File: src/rtl/cmos_gen_pkg.sv
// cmos_gen_pkg: shared FSM/mode types, colour-bar palette and frame-length helper
package cmos_gen_pkg;
    typedef enum logic [2:0] {IDLE, VSYNC, VBACK, HBLANK, ACTIVE, VFRONT} state_t;
    typedef enum logic [1:0] {MODE_CNT, MODE_BARS, MODE_CONST, MODE_GRAD} mode_t;
    // index 0 is the leftmost bar
    localparam logic [7:0][15:0] BAR_RGB = {16'h0000, 16'h001F, 16'hF800, 16'hF81F,
                                            16'h07E0, 16'h07FF, 16'hFFE0, 16'hFFFF};
    function automatic int frame_len(input int vs, input int vb, input int va, input int hb,
                                     input int ha, input int bpp, input int vf);
        return vs + vb + va * (hb + ha * bpp) + vf;
    endfunction
endpackage

File: src/rtl/cmos_pix_src.sv
// cmos_pix_src: pixel pattern generator and byte serialiser with registered data output
module cmos_pix_src
    import cmos_gen_pkg::*;
#(
    parameter int H_ACTIVE = 640,
    parameter int BPP      = 2,
    parameter int CNT_WRAP = 799
) (
    input  logic        CLK,
    input  logic        RSTn,
    input  logic        clr,
    input  logic        act,
    input  logic        phase,
    input  logic        adv,
    input  logic [1:0]  mode,
    input  logic [15:0] const_pix,
    input  logic [15:0] frame_cnt,
    output logic [7:0]  data
);
    localparam logic [15:0] WRAP = 16'(CNT_WRAP);
    localparam logic [15:0] XMAX = 16'(H_ACTIVE - 1);
    localparam logic [15:0] SMAX = 16'(H_ACTIVE / 8 - 1);
    mode_t       mode_q;
    logic [15:0] cpix_q, fc_q, cnt, x, sub, p;
    logic [2:0]  bar;
    logic [7:0]  byte_n;
    always_comb begin
        p = mode_q == MODE_CNT   ? cnt :
            mode_q == MODE_BARS  ? BAR_RGB[bar] :
            mode_q == MODE_CONST ? cpix_q : x + fc_q;
        byte_n = (BPP == 2 && !phase) ? p[15:8] : p[7:0];
    end
    // counters always hold the next pixel to emit; they step after its last byte is loaded
    always_ff @(posedge CLK or negedge RSTn) begin
        if (!RSTn) begin
            mode_q <= MODE_CNT;
            cpix_q <= '0;
            fc_q   <= '0;
            cnt    <= '0;
            x      <= '0;
            sub    <= '0;
            bar    <= '0;
            data   <= '0;
        end else begin
            if (clr) begin
                mode_q <= mode_t'(mode);
                cpix_q <= const_pix;
                fc_q   <= frame_cnt;
                cnt    <= '0;
                x      <= '0;
                sub    <= '0;
                bar    <= '0;
            end else if (adv) begin
                cnt <= cnt == WRAP ? '0 : cnt + 16'd1;
                x   <= x == XMAX ? '0 : x + 16'd1;
                sub <= sub == SMAX ? '0 : sub + 16'd1;
                if (sub == SMAX) bar <= bar + 3'd1;
            end
            data <= act ? byte_n : 8'd0;
        end
    end
endmodule

File: src/rtl/cmos_frame_gen.sv
// cmos_frame_gen: DVP/CMOS-style test frame source with programmable geometry and pattern
module cmos_frame_gen
    import cmos_gen_pkg::*;
#(
    parameter int H_ACTIVE = 640,
    parameter int V_ACTIVE = 480,
    parameter int H_BLANK  = 100,
    parameter int VS_LEN   = 1001,
    parameter int V_BACK   = 16,
    parameter int V_FRONT  = 16,
    parameter int BPP      = 2,
    parameter int CNT_WRAP = 799
) (
    input  logic        CLK,
    input  logic        RSTn,
    input  logic        run,
    input  logic [1:0]  mode,
    input  logic [15:0] const_pix,
    output logic        cmos_vsyn,
    output logic        cmos_href,
    output logic [7:0]  cmos_data,
    output logic        frame_start,
    output logic        busy,
    output logic [15:0] frame_cnt
);
    localparam logic [15:0] L_VS   = 16'(VS_LEN - 1);
    localparam logic [15:0] L_VB   = 16'(V_BACK - 1);
    localparam logic [15:0] L_HB   = 16'(H_BLANK - 1);
    localparam logic [15:0] L_ACT  = 16'(H_ACTIVE * BPP - 1);
    localparam logic [15:0] L_VF   = 16'(V_FRONT - 1);
    localparam logic [15:0] L_LINE = 16'(V_ACTIVE - 1);
    state_t      state, state_n;
    logic [15:0] tcnt, tcnt_n, line, line_n, dur;
    logic        last, start, act, phase, adv;
    // everything is decided from the next state so outputs come straight from flops
    always_comb begin
        dur = state == VSYNC  ? L_VS :
              state == VBACK  ? L_VB :
              state == HBLANK ? L_HB :
              state == ACTIVE ? L_ACT : L_VF;
        last    = tcnt == dur;
        state_n = state;
        tcnt_n  = last ? 16'd0 : tcnt + 16'd1;
        line_n  = line;
        start   = 1'b0;
        case (state)
            IDLE: begin
                tcnt_n = '0;
                if (run) begin
                    state_n = VSYNC;
                    start   = 1'b1;
                end
            end
            VSYNC:  if (last) state_n = VBACK;
            VBACK:  if (last) state_n = HBLANK;
            HBLANK: if (last) state_n = ACTIVE;
            ACTIVE: if (last) begin
                line_n  = line + 16'd1;
                state_n = line == L_LINE ? VFRONT : HBLANK;
            end
            VFRONT: if (last) begin
                state_n = run ? VSYNC : IDLE;
                start   = run;
            end
            default: state_n = IDLE;
        endcase
        if (start) line_n = '0;
        act   = state_n == ACTIVE;
        phase = BPP == 2 && tcnt_n[0];
        adv   = act && (BPP == 1 || tcnt_n[0]);
    end
    always_ff @(posedge CLK or negedge RSTn) begin
        if (!RSTn) begin
            state       <= IDLE;
            tcnt        <= '0;
            line        <= '0;
            cmos_vsyn   <= 1'b0;
            cmos_href   <= 1'b0;
            frame_start <= 1'b0;
            busy        <= 1'b0;
            frame_cnt   <= '0;
        end else begin
            state       <= state_n;
            tcnt        <= tcnt_n;
            line        <= line_n;
            cmos_vsyn   <= state_n == VSYNC;
            cmos_href   <= act;
            frame_start <= start;
            busy        <= state_n != IDLE;
            if (start) frame_cnt <= frame_cnt + 16'd1;
        end
    end
    cmos_pix_src #(.H_ACTIVE(H_ACTIVE), .BPP(BPP), .CNT_WRAP(CNT_WRAP)) u_pix (
        .CLK       (CLK),
        .RSTn      (RSTn),
        .clr       (start),
        .act       (act),
        .phase     (phase),
        .adv       (adv),
        .mode      (mode),
        .const_pix (const_pix),
        .frame_cnt (frame_cnt),
        .data      (cmos_data)
    );
endmodule
File: config.mk
export PLATFORM = sky130hd
export DESIGN_NAME = cmos_frame_gen
export DESIGN_NICKNAME = d
export VERILOG_FILES = /design/src/rtl/cmos_gen_pkg.sv /design/src/rtl/cmos_pix_src.sv /design/src/rtl/cmos_frame_gen.sv
export SDC_FILE = /design/constraint.sdc
export NUM_CORES = 1
export LEC_CHECK = 0
export ABC_AREA = 1
export CORE_MARGIN = 2
export CORE_UTILIZATION = 40
export DETAILED_ROUTE_END_ITERATION = 6
export MAX_ROUTING_LAYER = met4
export RECOVER_POWER = 50
export SLEW_MARGIN = 30
export SYNTH_ARGS = -nofsm -noshare
export SYNTH_HDL_FRONTEND = slang
export SYNTH_HIERARCHICAL = 1
export SYNTH_SLANG_ARGS = --single-unit
File: constraint.sdc
create_clock -name CLK -period 3 [get_ports CLK]
set_input_delay 0.75 -clock CLK [delete_from_list [all_inputs] [get_ports CLK]]
set_output_delay 0.75 -clock CLK [all_outputs]
set_load 0.02 [all_outputs]
==> flow_summary_export.csv <==
group,metric,value,unit
pwr,peakVddDrop,463,uV
drt,drt_first_iter_violations,463,
synth,ys.warnings.count,6,
drt,drc,0,
pwr,powerDensity,661,nW/um2
drt,wirelength,21300,um
timing,post-route-min-period,2.77,ns
synth,syn_nets,1220,
setup_path,cp_cell_sequence,"nor2_4 -> nand2_4 -> nand2_1 -> nand2_1 -> nor2_1 -> nand2_1 -> nor2_2 -> nand2_2 -> nand2_1 -> nand2_1 -> nand2_1 -> nand3_2 -> nor2_4 -> nor2_4 -> nor2_4 -> nand2_1 -> nor2_4 -> nand2_2 -> nor2_4 -> nand2_1 -> clkinv_1 -> nand2_1 -> a211oi_2",
placement,gp_congestion,0.905,
cts,path_clk_slew,0.06,ns
placement,dp_hpwl,16000,um
synth,netlist_instances,1176,
global_route,grt_util_met3,0.0337,
drt,ant_nets,0,
setup_path,reg2reg_slack,0.23,ns
synth,ys_seq_elements,148,
drt,wire_per_inst,13.8,um
timing,tns,0,ns
global_route,grt_max_degree,58,
setup_path,crit_family,"simple AND/OR/NAND/NOR gates",
global_route,track_usage,0.203,
setup_path,slowest_stage,"dfrtp_2",
placement,place_ws,-0.103,ns
setup_path,startpoint_type,"register",
synth,syn_area,8650,um2
setup_path,path_class,"register to register",
placement,dp_cells,1505,
synth,synthMostInstantiatedCell,"nand2_1",
cts,root_buffer,"clkbuf_16",
synth,postSynthAreaPerCell,7.35,um2
drt,vias,7733,
synth,ys_async_sr_fraction,1.00,
drt,drt-vias-per-instance,5.02,
setup_path,max_stage_delay,0.47,ns
final_layout,antenna_cells,0,
synth,synth_area_leaders,"dfrtp_1 43%, nand2_1 14%, inv_1 6.8%, nor2_1 5.0%, nand3_1 3.9%",
final_layout,fillCellCount,2148,
die,core_area,21100,um2
synth,ys_seq_area_frac,0.428,
timing,final-hold-violation-count,0,
timing,setup_ws,0.230,ns
timing,max_slew.worst_pin.slew,1.25,ns
final_layout,area_growth,18.8,%
die,die_h,151,um
synth,synth_edf_count,0,
synth,synth_top_area_cell,"dfrtp_1",
timing,relSlewSlack,0.168,
cts,cts_tree,"built",
setup_path,crit_path_max_fanout,6,
global_route,top_usage_layer,"met2",
setup_path,crit_buf_inv,1,
global_route,grt_pass1_vias,7257,
pwr,p_leak,4.88,nW
timing,fin_crit_sh,0.923,
cts,numCtsBuffers,17,
run_status,status,"complete, no violations",
timing,finClkSkew,0.00794,ns
drt,drt_first_pass_iters,5,
global_route,grtUsageMet1,0.274,
die,num_rows,53,
timing,finalMaxSlewViolations,0,
cts,clock_latency,0.43,ns
die,die_area,22800,um2
die,pin_count,49,
synth,synth_ff_type,"dfrtp_1",
min_path,worstHoldPathType,"register to register",
setup_path,cp_common_cell,"nand2_1",
cts,cts.sinks,148,
synth,synth_cell_types,41,
setup_path,cp_data_arrival_time,3.11,ns
placement,place.port_buffers,48,
flow_run,cap_violations,0,
cts,cts.path.max_buffers,2,
timing,holdWs,0.479,ns
global_route,antenna_found_initial,0,
final_layout,utilization,0.487,
synth,synth_commonest_cells,"330 x nand2_1, 156 x inv_1, 148 x dfrtp_1, 116 x nor2_1, 67 x nand3_1",
timing,clock.fmax,361,MHz
final_layout,nNetsFinal,1297,
synth,yosysTopAreaCellShare,0.428,
timing,setup_viol,0,
setup_path,critPathCaptureType,"register",
global_route,grt_pass1_wl,35500,um
die,initial_core_util,0.410,
final_layout,fin_cells,1541,
global_route,gr-usage-met2,0.312,
die,die_w,151,um
cts,h-tree-depth,4,
setup_path,crit_required,3.34,ns
final_layout,drive_gt1_frac,0.0774,
global_route,grt_overflow,0,
## sequential cells by signal, summed over array words and instances, names as in the netlist
name,flops
busy,1
frame_cnt,16
tcnt,16
u_pix/cpix_q,16
u_pix/mode_q,2
frame_start,1
u_pix/data,8
u_pix/x,16
u_pix/fc_q,16
state,3
cmos_vsyn,1
cmos_href,1
u_pix/bar,3
line,16
u_pix/sub,16
u_pix/cnt,16
## logic make-up (layout without fill, tap and decap cells)
kind of cell,after synthesis,after routing,synth area share
buffers and inverters,181,271,0.0822
AOI/OAI and AO/OA,161,161,0.104
and+or+nand+nor,620,620,0.307
DFF,148,148,0.428
adders and majority gates,23,23,0.0342
xor gates and xnor gates,43,43,0.0436
## worst paths after layout
| check | from | end | cells after the start |
|---|---|---|---|
| max | state[1] | u_pix/sub[14] | 23 |
| min | u_pix/cpix_q[12] | u_pix/cpix_q[12] | 2 |
| max reg2reg | state[1] | u_pix/sub[14] | 23 |
| min reg2reg | u_pix/cpix_q[12] | u_pix/cpix_q[12] | 2 |
| max in group asynchronous | RSTn | u_pix/cnt[14] | 2 |
| min in group asynchronous | RSTn | u_pix/cpix_q[9] | 1 |
## where the power goes
part	internal (W)	total [W]	switching, W
combinational	0.000716	0.00193	0.00122
clock	0.00131	0.00216	0.000844
sequential	0.00235	0.00270	0.000348
## timing repair
item                                    4_1_cts  5_1_grt
pin swaps                                     2        3
endpoints found under the setup margin       20       56
buffers inserted                              1        3
hold buffers                                  0        0
resized for setup                             3       20
## layer usage
| layer | share of wire | wire length, um |
|---|---|---|
| met5 | 0 | 0 |
| met2 | 0.46 | 9680 |
| met1 | 0.49 | 10400 |
| met4 | 0.016 | 349 |
| met3 | 0.037 | 795 |
## placed cells by master, fill, tap and decap left out, types with 3 or more instances in the layout
cell type and n:
nor2_4 8, dfrtp_1 145, xor2_1 30, nor4_1 8
nor3_1 44, xnor2_1 13, ha_1 21, bufinv_16 3
nand4_1 27, nand2_2 4, clkdlybuf4s50_1 47, clkbuf_16 17
buf_4 29, o21a_1 4, nand2_1 330, inv_1 152
clkbuf_1 4, nor2_2 4, clkinvlp_4 4, o22ai_1 3
nand3_1 65, inv_2 4, o21ai_0 55, nor3b_1 3
and2_1 3, o21ai_1 5, nor2_1 114, o31ai_1 8
a21oi_1 64, a31oi_1 5, a211oi_1 5, a221oi_1 3
dfrtp_2 3
## worst min-delay path: cells and delay by family (launching register included)
family	cells	cell delay (ns)
flops	1	0.35
simple gates	2	0.10
## per-stage QoR
stage / total power [W] / instance area [um2]
2_1_floorplan: 0.00393 / 8650
3_3_place_gp: 0.00463 / 9620
6_report: 0.00679 / 10300
5_1_grt: 0.00722 / 10300
4_1_cts: 0.00683 / 10200
3_5_place_dp: 0.00463 / 9620
## area by class of cell
type                    count  area [um2]  area share
well taps                 275         344      0.0335
repair buffers             81         734      0.0715
multi-input cells         847        4300       0.418
clock buffers              21         440      0.0429
flip-flops and latches    148        3710       0.361
clock inverters            11         151      0.0147
inverters                 158         596      0.0580
(Power assumes the default switching activity.)
